--- src/rtl/count_seq_pkg.sv ---
// Shared types and constants for the count sequencer and its watchdog.
package count_seq_pkg;

  localparam int DEFAULT_WIDTH = 8;

  typedef enum logic [1:0] {
    IDLE = 2'd0,
    LOAD = 2'd1,
    RUN  = 2'd2,
    DONE = 2'd3
  } seq_state_e;

endpackage

--- src/rtl/count_seq_watchdog.sv ---
// RUN-state cycle limiter, instantiated only when SEQ_TIMEOUT_EN is defined.
// expired is high during the TIMEOUT_CYCLES-th consecutive cycle of run.
module count_seq_watchdog #(
  parameter int unsigned TIMEOUT_CYCLES = 300
) (
  input  logic clock,
  input  logic clear,
  input  logic run,
  output logic expired
);

  localparam int unsigned   CW   = $clog2(TIMEOUT_CYCLES + 1);
  localparam logic [CW-1:0] LAST = CW'(TIMEOUT_CYCLES - 1);

  logic [CW-1:0] count_q;
  logic [CW-1:0] count_d;

  always_comb begin
    count_d = count_q;
    if (!run) begin
      count_d = '0;
    end else if (count_q != LAST) begin
      count_d = count_q + 1'b1;
    end
  end

  always_ff @(posedge clock) begin
    if (!clear) begin
      count_q <= '0;
    end else begin
      count_q <= count_d;
    end
  end

  assign expired = run && (count_q == LAST);

endmodule

--- src/rtl/count_sequencer.sv ---
// Drives an up/down counter from preset to target, then pulses done.
// Define SEQ_TIMEOUT_EN to add a RUN-state cycle limit with a timeout flag.
module count_sequencer
  import count_seq_pkg::*;
#(
  parameter int WIDTH          = DEFAULT_WIDTH,
  parameter int TIMEOUT_CYCLES = 300
) (
  input  logic             clock,
  input  logic             clear,
  input  logic             start,
  input  logic             abort,
  input  logic [WIDTH-1:0] preset,
  input  logic [WIDTH-1:0] target,
  input  logic [WIDTH-1:0] cnt_value,
  output logic [WIDTH-1:0] ctr_data,
  output logic             ctr_load,
  output logic             ctr_en,
  output logic             ctr_dir,
  output logic             busy,
  output logic             done,
  output logic             timeout
);

  seq_state_e       state_q, state_d;
  logic [WIDTH-1:0] preset_q, preset_d;
  logic [WIDTH-1:0] target_q, target_d;
  logic             dir_q, dir_d;
  logic             at_target;

  assign at_target = (cnt_value == target_q);

`ifdef SEQ_TIMEOUT_EN
  logic timed_out_q, timed_out_d;
  logic expired;

  count_seq_watchdog #(
    .TIMEOUT_CYCLES(TIMEOUT_CYCLES)
  ) u_watchdog (
    .clock  (clock),
    .clear  (clear),
    .run    (state_q == RUN),
    .expired(expired)
  );
`endif

  always_comb begin
    state_d  = state_q;
    preset_d = preset_q;
    target_d = target_q;
    dir_d    = dir_q;
`ifdef SEQ_TIMEOUT_EN
    timed_out_d = timed_out_q;
`endif
    unique case (state_q)
      IDLE: begin
        if (start) begin
          preset_d = preset;
          target_d = target;
          dir_d    = (target > preset);
          state_d  = LOAD;
`ifdef SEQ_TIMEOUT_EN
          timed_out_d = 1'b0;
`endif
        end
      end
      LOAD: begin
        state_d = abort ? IDLE : RUN;
      end
      RUN: begin
        // abort wins over both match and timeout in the same cycle
        if (abort) begin
          state_d = IDLE;
        end else if (at_target) begin
          state_d = DONE;
        end
`ifdef SEQ_TIMEOUT_EN
        else if (expired) begin
          state_d     = DONE;
          timed_out_d = 1'b1;
        end
`endif
      end
      DONE: begin
        state_d = IDLE;
      end
      default: begin
        state_d = IDLE;
      end
    endcase
  end

  always_ff @(posedge clock) begin
    if (!clear) begin
      state_q  <= IDLE;
      preset_q <= '0;
      target_q <= '0;
      dir_q    <= 1'b0;
    end else begin
      state_q  <= state_d;
      preset_q <= preset_d;
      target_q <= target_d;
      dir_q    <= dir_d;
    end
  end

`ifdef SEQ_TIMEOUT_EN
  always_ff @(posedge clock) begin
    if (!clear) begin
      timed_out_q <= 1'b0;
    end else begin
      timed_out_q <= timed_out_d;
    end
  end

  assign timeout = (state_q == DONE) && timed_out_q;
`else
  assign timeout = 1'b0;
`endif

  // Enable drops the same cycle the counter reaches target, so it never overshoots.
  assign ctr_en   = (state_q == RUN) && !at_target;
  assign ctr_data = preset_q;
  assign ctr_load = (state_q == LOAD);
  assign ctr_dir  = dir_q;
  assign busy     = (state_q != IDLE);
  assign done     = (state_q == DONE);

endmodule

--- config.mk ---
export PLATFORM = sky130hd
export DESIGN_NAME = count_sequencer
export DESIGN_NICKNAME = d
export VERILOG_FILES = /design/src/rtl/count_seq_pkg.sv /design/src/rtl/count_seq_watchdog.sv /design/src/rtl/count_sequencer.sv
export SDC_FILE = /design/constraint.sdc
export NUM_CORES = 1
export LEC_CHECK = 0
export ABC_AREA = 1
export CAP_MARGIN = 10
export CORE_UTILIZATION = 35
export DETAILED_ROUTE_END_ITERATION = 8
export GPL_TIMING_DRIVEN = 0
export HOLD_SLACK_MARGIN = 0.1
export PLACE_DENSITY_LB_ADDON = 0.1
export SETUP_SLACK_MARGIN = 0.3
export SLEW_MARGIN = 5
export SYNTH_ARGS = -nofsm -noshare
export SYNTH_HDL_FRONTEND = slang
export SYNTH_SLANG_ARGS = --single-unit
--- constraint.sdc ---
create_clock -name clock -period 2 [get_ports clock]
set_input_delay 0.3 -clock clock [delete_from_list [all_inputs] [get_ports clock]]
set_output_delay 0.3 -clock clock [all_outputs]
set_load 0.02 [all_outputs]
* Yosys cells after proc, flatten, opt, wreduce, memory -nomap -nowiden
Cells that the tools add are included.
** Storage, ports and cells
- Bits in registers :: 19
- Bits of input ports :: 28
- Output and inout bits :: 14
- Logic and storage cells :: 22
** Operators by class
- Magnitude comparators :: 1
- Equality and inequality tests :: 6
- Mux-type cells :: 5
- Reduce and logical (&&, ||, !) cells :: 6
** Operators by type and width (count)
- $eq 8x8->1 :: 1
- $gt 8x8->1 :: 1
- $mux 2 :: 4
- $pmux 2 s4 :: 1
- $eq 2x2->1 const B :: 2
- $reduce_and 2->1 :: 2
- $ne 3x3->1 const B :: 1
- $eq 2x1->1 const B :: 1
- $logic_not 2->1 :: 1
- $ne 2x2->1 const B :: 1
- $reduce_bool 2->1 :: 1
- $logic_and 1x1->1 :: 1
- $logic_not 1->1 :: 1

* Depth between registers and ports, before layout
Gate-level depths: netlist (run 1).
- Depth in word-level cells :: 4
- Mapped depth :: 11
- Gate-level depth less buffers :: 11

* Least setup slack after synthesis (run 1)
No wires, ideal clock.
- Kind :: register to output
- Start point :: register target_q[5]
- End point :: output port ctr_en
- Data arrival time :: 895 ps
- Required time :: 1700 ps
- Slack :: 805 ps
- Stages on the path, launching flop included :: 7
- Buffers on the path :: 0
- Cell sequence :: dfxtp_1 > inv_1 > nand2_1 > nand2_1 > nand2_1 > nor2_1 > a21oi_1
** On the way
- Cells in the longest elaborated chain, start to end :: 3
** RTL lines
- start: declaration :: line count_sequencer.sv:27 : logic [WIDTH-1:0] target_q, target_d;
- start signal: assignment :: line count_sequencer.sv:102 : target_q <= target_d;
- $eq 8x8->1 :: line count_sequencer.sv:31 : assign at_target = (cnt_value == target_q);
- $logic_not 1->1 :: line count_sequencer.sv:122 : assign ctr_en = (state_q == RUN) && !at_target;
- $logic_and 1x1->1 :: line count_sequencer.sv:122
- end: declaration :: line count_sequencer.sv:18 : output logic ctr_en,
Every way passes these cells.

* Worst setup path after layout (run 1)
- Start point :: input port cnt_value[6]
- End point :: output port ctr_en
** On the way
- Cells in the longest elaborated chain, start to end :: 3
** RTL lines
- start: declaration :: line count_sequencer.sv:15 : input logic [WIDTH-1:0] cnt_value,
- $eq 8x8->1 :: line count_sequencer.sv:31
- $logic_not 1->1 :: line count_sequencer.sv:122
- $logic_and 1x1->1 :: line count_sequencer.sv:122
Every way passes these cells.

==> results of run 1 <==
[cells in the final DEF (no fill, tap or decap), types with 2 or more instances in the layout]
master	count
buf_4	2
clkbuf_4	3
nor2_1	15
nor2_4	2
inv_1	26
nand2_1	37
dlygate4sd2_1	3
o21ai_0	16
ha_1	8
clkdlybuf4s50_1	33
xnor2_1	3
dfxtp_1	18
dlymetal6s2s_1	3
a21oi_1	15
a21oi_2	2
[state kept, by name, summed over array words and instances (netlist names)]
signal    count
ctr_data      8
target_q      8
ctr_dir       1
state_q       2
[cell type report]
cell class | instances | area (um2)
multi-input cells | 105 | 563
repair buffers | 40 | 402
well taps | 31 | 38.8
clock buffers | 4 | 26.3
plain buffers | 4 | 38.8
fillers | 288 | 1270
flip-flops and latches | 19 | 382
inverters | 27 | 106
[cells in the mapped netlist, drive strengths merged]
| master | count |
|---|---|
| nand2 | 39 |
| xnor2 | 3 |
| dfxtp | 19 |
| or2 | 1 |
| o21ai | 16 |
| inv | 27 |
| nor2 | 17 |
| nand3 | 1 |
| ha | 8 |
| conb | 1 |
| a21oi | 17 |
| a21o | 1 |
| nor4 | 1 |
| buf | 4 |
[metrics by stage]
| step | instances | cell area (um2) |
|---|---|---|
| 6_report | 230 | 1560 |
| 5_1_grt | 230 | 1560 |
| 4_1_cts | 230 | 1540 |
| 3_5_place_dp | 226 | 1510 |
| 3_3_place_gp | 226 | 1510 |
| 2_1_floorplan | 155 | 1070 |
[metal layers]
metal,wire length (um),global-route usage [%]
met2,1140,26.4
met4,36,7.32
met5,0,0
met1,1100,20.2
met3,105,2.49
[power by group]
group	internal, mW	switching (mW)	leakage (nW)
registers	0.416	0.0218	0.158
logic	0.152	0.156	0.602
clock network	0.0776	0.112	0.0150
total	0.645	0.289	0.774
[critical path, cell delays in order]
cell and delay, ns:
clkdlybuf4s50_1 0.47, xnor2_1 0.11, nand2_1 0.08, nor2_1 0.15
a21oi_2 0.07, buf_4 0.15
[logic make-up after synthesis]
family,synth area share (%)
other,0.349
buffers and inverters,13.5
AO/OA/AOI/OAI,16.4
XOR/XNOR,2.45
adder cells (fa/ha/maj),9.31
flip-flops,35.4
AND/OR/NAND/NOR,22.6
[worst paths after layout]
check	startpoint	endpoint	slack, ns	cells past startpoint
worst min register to register	target_q[7]$_SDFFE_PN0P_	target_q[7]$_SDFFE_PN0P_	0.48	2
worst max-delay path	cnt_value[6]	ctr_en	0.37	6
worst min-delay path	target_q[7]$_SDFFE_PN0P_	target_q[7]$_SDFFE_PN0P_	0.48	2
worst max register to register	state_q[0]$_SDFFE_PN0P_	target_q[2]$_SDFFE_PN0P_	0.92	5
[repair_timing]
action	in CTS	in global routing
hold buffers	0	0
setup endpoints to repair	4	1
pin swaps	0	2
gates resized for setup	7	9
==> flow_metrics.py, run 1 <==
metrics = {
    "setup_path": {
        "critPathKind": "in2out",
        "cp.required_ns": 1.70,
        "cp_max_fo": 2,
        "worstSetupStartpointType": "input port",
        "end_kind": "output port",
        "cp.arrival_ns": 1.33,
    },
    "route": {
        "avgViaCountPerCell": 4.51,
        "ant_nets": 0,
        "drc": 2,
        "routed_wl_um": 2380,
        "vias": 1038,
        "drt-initial-drc-count": 23,
        "dr.pass1.iters": 5,
        "wl_per_cell_um": 10.3,
    },
    "global_route": {
        "grt_first_pass_wirelength_um": 4030,
        "grt_pass1_vias": 975,
        "grt_max_degree": 11,
        "antenna_found_initial": 0,
        "overflow": 0,
        "grt_use_total_pct": 15.9,
    },
    "die": {
        "pin_count": 42,
        "die_area_um2": 3300,
        "rows": 19,
        "die_height_um": 57.4,
        "start_util_pct": 38.0,
        "die_x_um": 57.4,
        "coreArea_um2": 2830,
    },
    "synthesis": {
        "synth_nets": 191,
        "syn_inst": 155,
        "yosysUniqueCellTypes": 21,
        "netlist_top_cells_area": "dfxtp_1, nand2_1, ha_1, inv_1, a21oi_1",
        "syn_avg_cell_area_um2": 6.93,
        "syn_area_um2": 1070,
        "yosysTopAreaCell": "dfxtp_1",
        "synth-seq-cells": 19,
        "synth_top_area_share_pct": 35.4,
        "yosysSeqAreaShare_pct": 35.4,
        "yosys_warnings": 0,
    },
    "cts": {
        "cts_buffers": 3,
        "cts.sinks": 19,
        "cts_tree": "done",
        "post-cts-setup-buffers": 0,
        "clockRootBuffer": "clkbuf_4",
        "htree_levels": 1,
        "cts_buffer_depth": 2,
        "clk_latency_ns": 0.29,
        "clkTransAtPathRegs_ns": 0.10,
    },
    "timing": {
        "hold_slack_ns": 0.479,
        "finalSetupViolCount": 0,
        "fin_crit_sh_pct": 81.3,
        "hold_violations": 0,
        "setup_tns_ns": 0,
        "rsz0062_at_grt": "false",
        "drv_slew": 0,
        "min_period_ns": 1.63,
        "worst_slack_ns": 0.373,
        "clock-skew-final_ns": 0.00504,
        "max_freq_mhz": 615,
    },
    "pwr": {
        "p_per_area_nw_per_um2": 601,
        "peakVddDrop_mv": 0.417,
        "leakagePower_nw": 0.774,
        "power.total_mw": 0.935,
    },
    "run": {
        "max-cap-violations": 0,
    },
    "status": {
        "violations": "DRC",
        "outcome": "finished, violations left",
    },
    "layout": {
        "antenna-diode-count": 0,
        "area_growth_pct": 44.8,
        "drive_above_1_share_pct": 8.54,
        "nNetsFinal": 236,
        "post-route-util_pct": 55.0,
    },
    "place": {
        "gp_congestion": 0.767,
        "portBuffers": 40,
        "pre_cts_slack_ns": -0.0906,
        "dp_hpwl_um": 1960,
    },
    "min_path": {
        "min_path_type": "reg2reg",
    },
}
(Power assumes the default switching activity.)
==> run 2: changes to the inputs <==
Clock period 2 ns to 1.3 ns, I/O delays scaled along.
==> run 2 against run 1 <==
  * The flow finishes with violations (DRC, setup timing)
  * Non-clock buffer count rose by 26
  * Critical path depth decreased by 1
  * Die area unchanged
  * Global-route usage increased by 2.3 points
  * First-iteration DRC count grew 57%
  * Total power is 85% higher
  * Wire length rose by 26%
==> flow_metrics.py, run 2 (synthesis results as in run 1) <==
metrics = {
    "status": {
        "outcome": "finished, violations left",
        "violations": "DRC, setup timing",
    },
    "layout": {
        "antenna-diode-count": 0,
        "area_growth_pct": 90.5,
        "layout_common_cells": "nand2_1, buf_4, dlygate4sd2_1",
        "post-route-util_pct": 72.4,
        "final_common_cell": "nand2_1",
        "nNetsFinal": 263,
        "drive_above_1_share_pct": 54.4,
    },
    "place": {
        "dp_hpwl_um": 1910,
        "gp_congestion": 0.722,
        "portBuffers": 40,
    },
    "route": {
        "ant_nets": 0,
        "avgViaCountPerCell": 4.68,
        "drc": 2,
        "drt-initial-drc-count": 36,
        "vias": 1202,
        "routed_wl_um": 2990,
        "dr.pass1.iters": 6,
        "wl_per_cell_um": 11.6,
    },
    "global_route": {
        "antenna_found_initial": 0,
        "grt_use_total_pct": 18.2,
        "grt_max_degree": 11,
        "overflow": 0,
        "grt_pass1_vias": 1148,
        "grt_first_pass_wirelength_um": 4690,
    },
    "die": {
        "die_height_um": 57.4,
        "die_x_um": 57.4,
        "start_util_pct": 38.0,
        "coreArea_um2": 2830,
        "pin_count": 42,
        "die_area_um2": 3300,
        "rows": 19,
    },
    "pwr": {
        "power.total_mw": 1.73,
        "leakagePower_nw": 1.02,
        "peakVddDrop_mv": 0.560,
        "p_per_area_nw_per_um2": 846,
    },
    "timing": {
        "worst_slack_ns": -0.105,
        "min_period_ns": 1.40,
        "fin_crit_sh_pct": 108,
        "hold_violations": 0,
        "drv_slew": 0,
        "rsz0062_at_grt": "true",
        "setup_tns_ns": -0.105,
        "max_freq_mhz": 712,
        "clock-skew-final_ns": 0.00267,
        "finalSetupViolCount": 1,
    },
    "cts": {
        "clockRootBuffer": "clkbuf_4",
        "cts_buffer_depth": 2,
        "cts_tree": "done",
        "clk_latency_ns": 0.29,
        "cts_hold_buf": 0,
        "cts_buffers": 3,
        "clkTransAtPathRegs_ns": 0.11,
        "cts.sinks": 19,
        "htree_levels": 1,
    },
    "run": {
        "max-cap-violations": 0,
    },
    "setup_path": {
        "setup.worst_path.end": "ctr_en",
        "cp.required_ns": 1.11,
        "r2r-end": "ctr_data[1]$_SDFFE_PN0P_",
        "startpoint": "target_q[6]$_SDFFE_PN0P_",
        "cp.arrival_ns": 1.21,
        "critPathKind": "reg2out",
        "worstSetupStartpointType": "flop",
        "end_kind": "output port",
        "r2r_cells": 8,
        "r2r-start": "state_q[0]$_SDFFE_PN0P_",
        "cp_max_fo": 2,
        "regToRegSetupSlack_ns": 0.05,
    },
    "min_path": {
        "min_path_type": "in2reg",
    },
}
## run 2: cell types whose count changed in the layout (fill, tap and decap cells not counted), moves of 15 or more
cell	delta
o21ai_0	-16
dlygate4sd2_1	+17
buf_6	+18
o21ai_2	+15
dfxtp_1	-17
dfxtp_2	+15
clkdlybuf4s50_1	-30
buf_4	+19
## run 2: worst min-delay path by stage
stage / from / endpoint / slack, ns / cells after the start
CTS: preset[2] / ctr_data[2]$_SDFFE_PN0P_ / 0.27 / 3
floorplan: abort / state_q[1]$_SDFFE_PN0P_ / 0.26 / 1
finish: preset[2] / ctr_data[2]$_SDFFE_PN0P_ / 0.27 / 3
global placement: target_q[7]$_SDFFE_PN0P_ / target_q[7]$_SDFFE_PN0P_ / 0.46 / 2
global route: preset[2] / ctr_data[2]$_SDFFE_PN0P_ / 0.27 / 3
detailed placement: target_q[7]$_SDFFE_PN0P_ / target_q[7]$_SDFFE_PN0P_ / 0.46 / 2
## run 2: per-stage QoR
stage / cells / setup slack [ns] / area (um2) / hold slack (ns)
5_1_grt: 257 / -0.183 / 2050 / 0.268
3_5_place_dp: 226 / -0.551 / 1520 / 0.459
3_3_place_gp: 226 / -0.553 / 1520 / 0.455
2_1_floorplan: 155 / 0.291 / 1080 / 0.264
6_report: 257 / -0.105 / 2050 / 0.269
4_1_cts: 249 / -0.130 / 1840 / 0.268
## run 2: critical path: stages (launching register included)
cell and delay [ns]:
dfxtp_2 0.35, xnor2_1 0.16, nand2_2 0.09, nor2_4 0.12, a21oi_2 0.05, buf_4 0.15
## run 2: routing by layer
metal	vias up	routed length (um)	global-route usage, %
li1	627	-	-
met1	542	1210	21.3
met2	28	1600	32.7
met3	5	141	2.49
met4	0	38	8.36
met5	-	0	0
## run 2: power by group
part	switching, mW	internal [mW]
clock	0.183	0.119
sequential	0.0433	0.649
combinational	0.349	0.388
total	0.576	1.16
## run 2: timing repair
item,in CTS,in global routing
cloned,3,0
pin swaps,28,12
hold endpoints to repair,0,0
setup buffers,16,8
resized for setup,156,48
setup endpoints to repair,31,32
## run 2: final cells by class
| type | count | area, um2 |
|---|---|---|
| tap | 31 | 38.8 |
| inverter | 27 | 114 |
| buffer | 4 | 41.3 |
| multi-input combinational | 106 | 776 |
| timing repair buffer | 66 | 643 |
| fill | 221 | 782 |
| clock buffer | 4 | 26.3 |
| sequential | 19 | 408 |
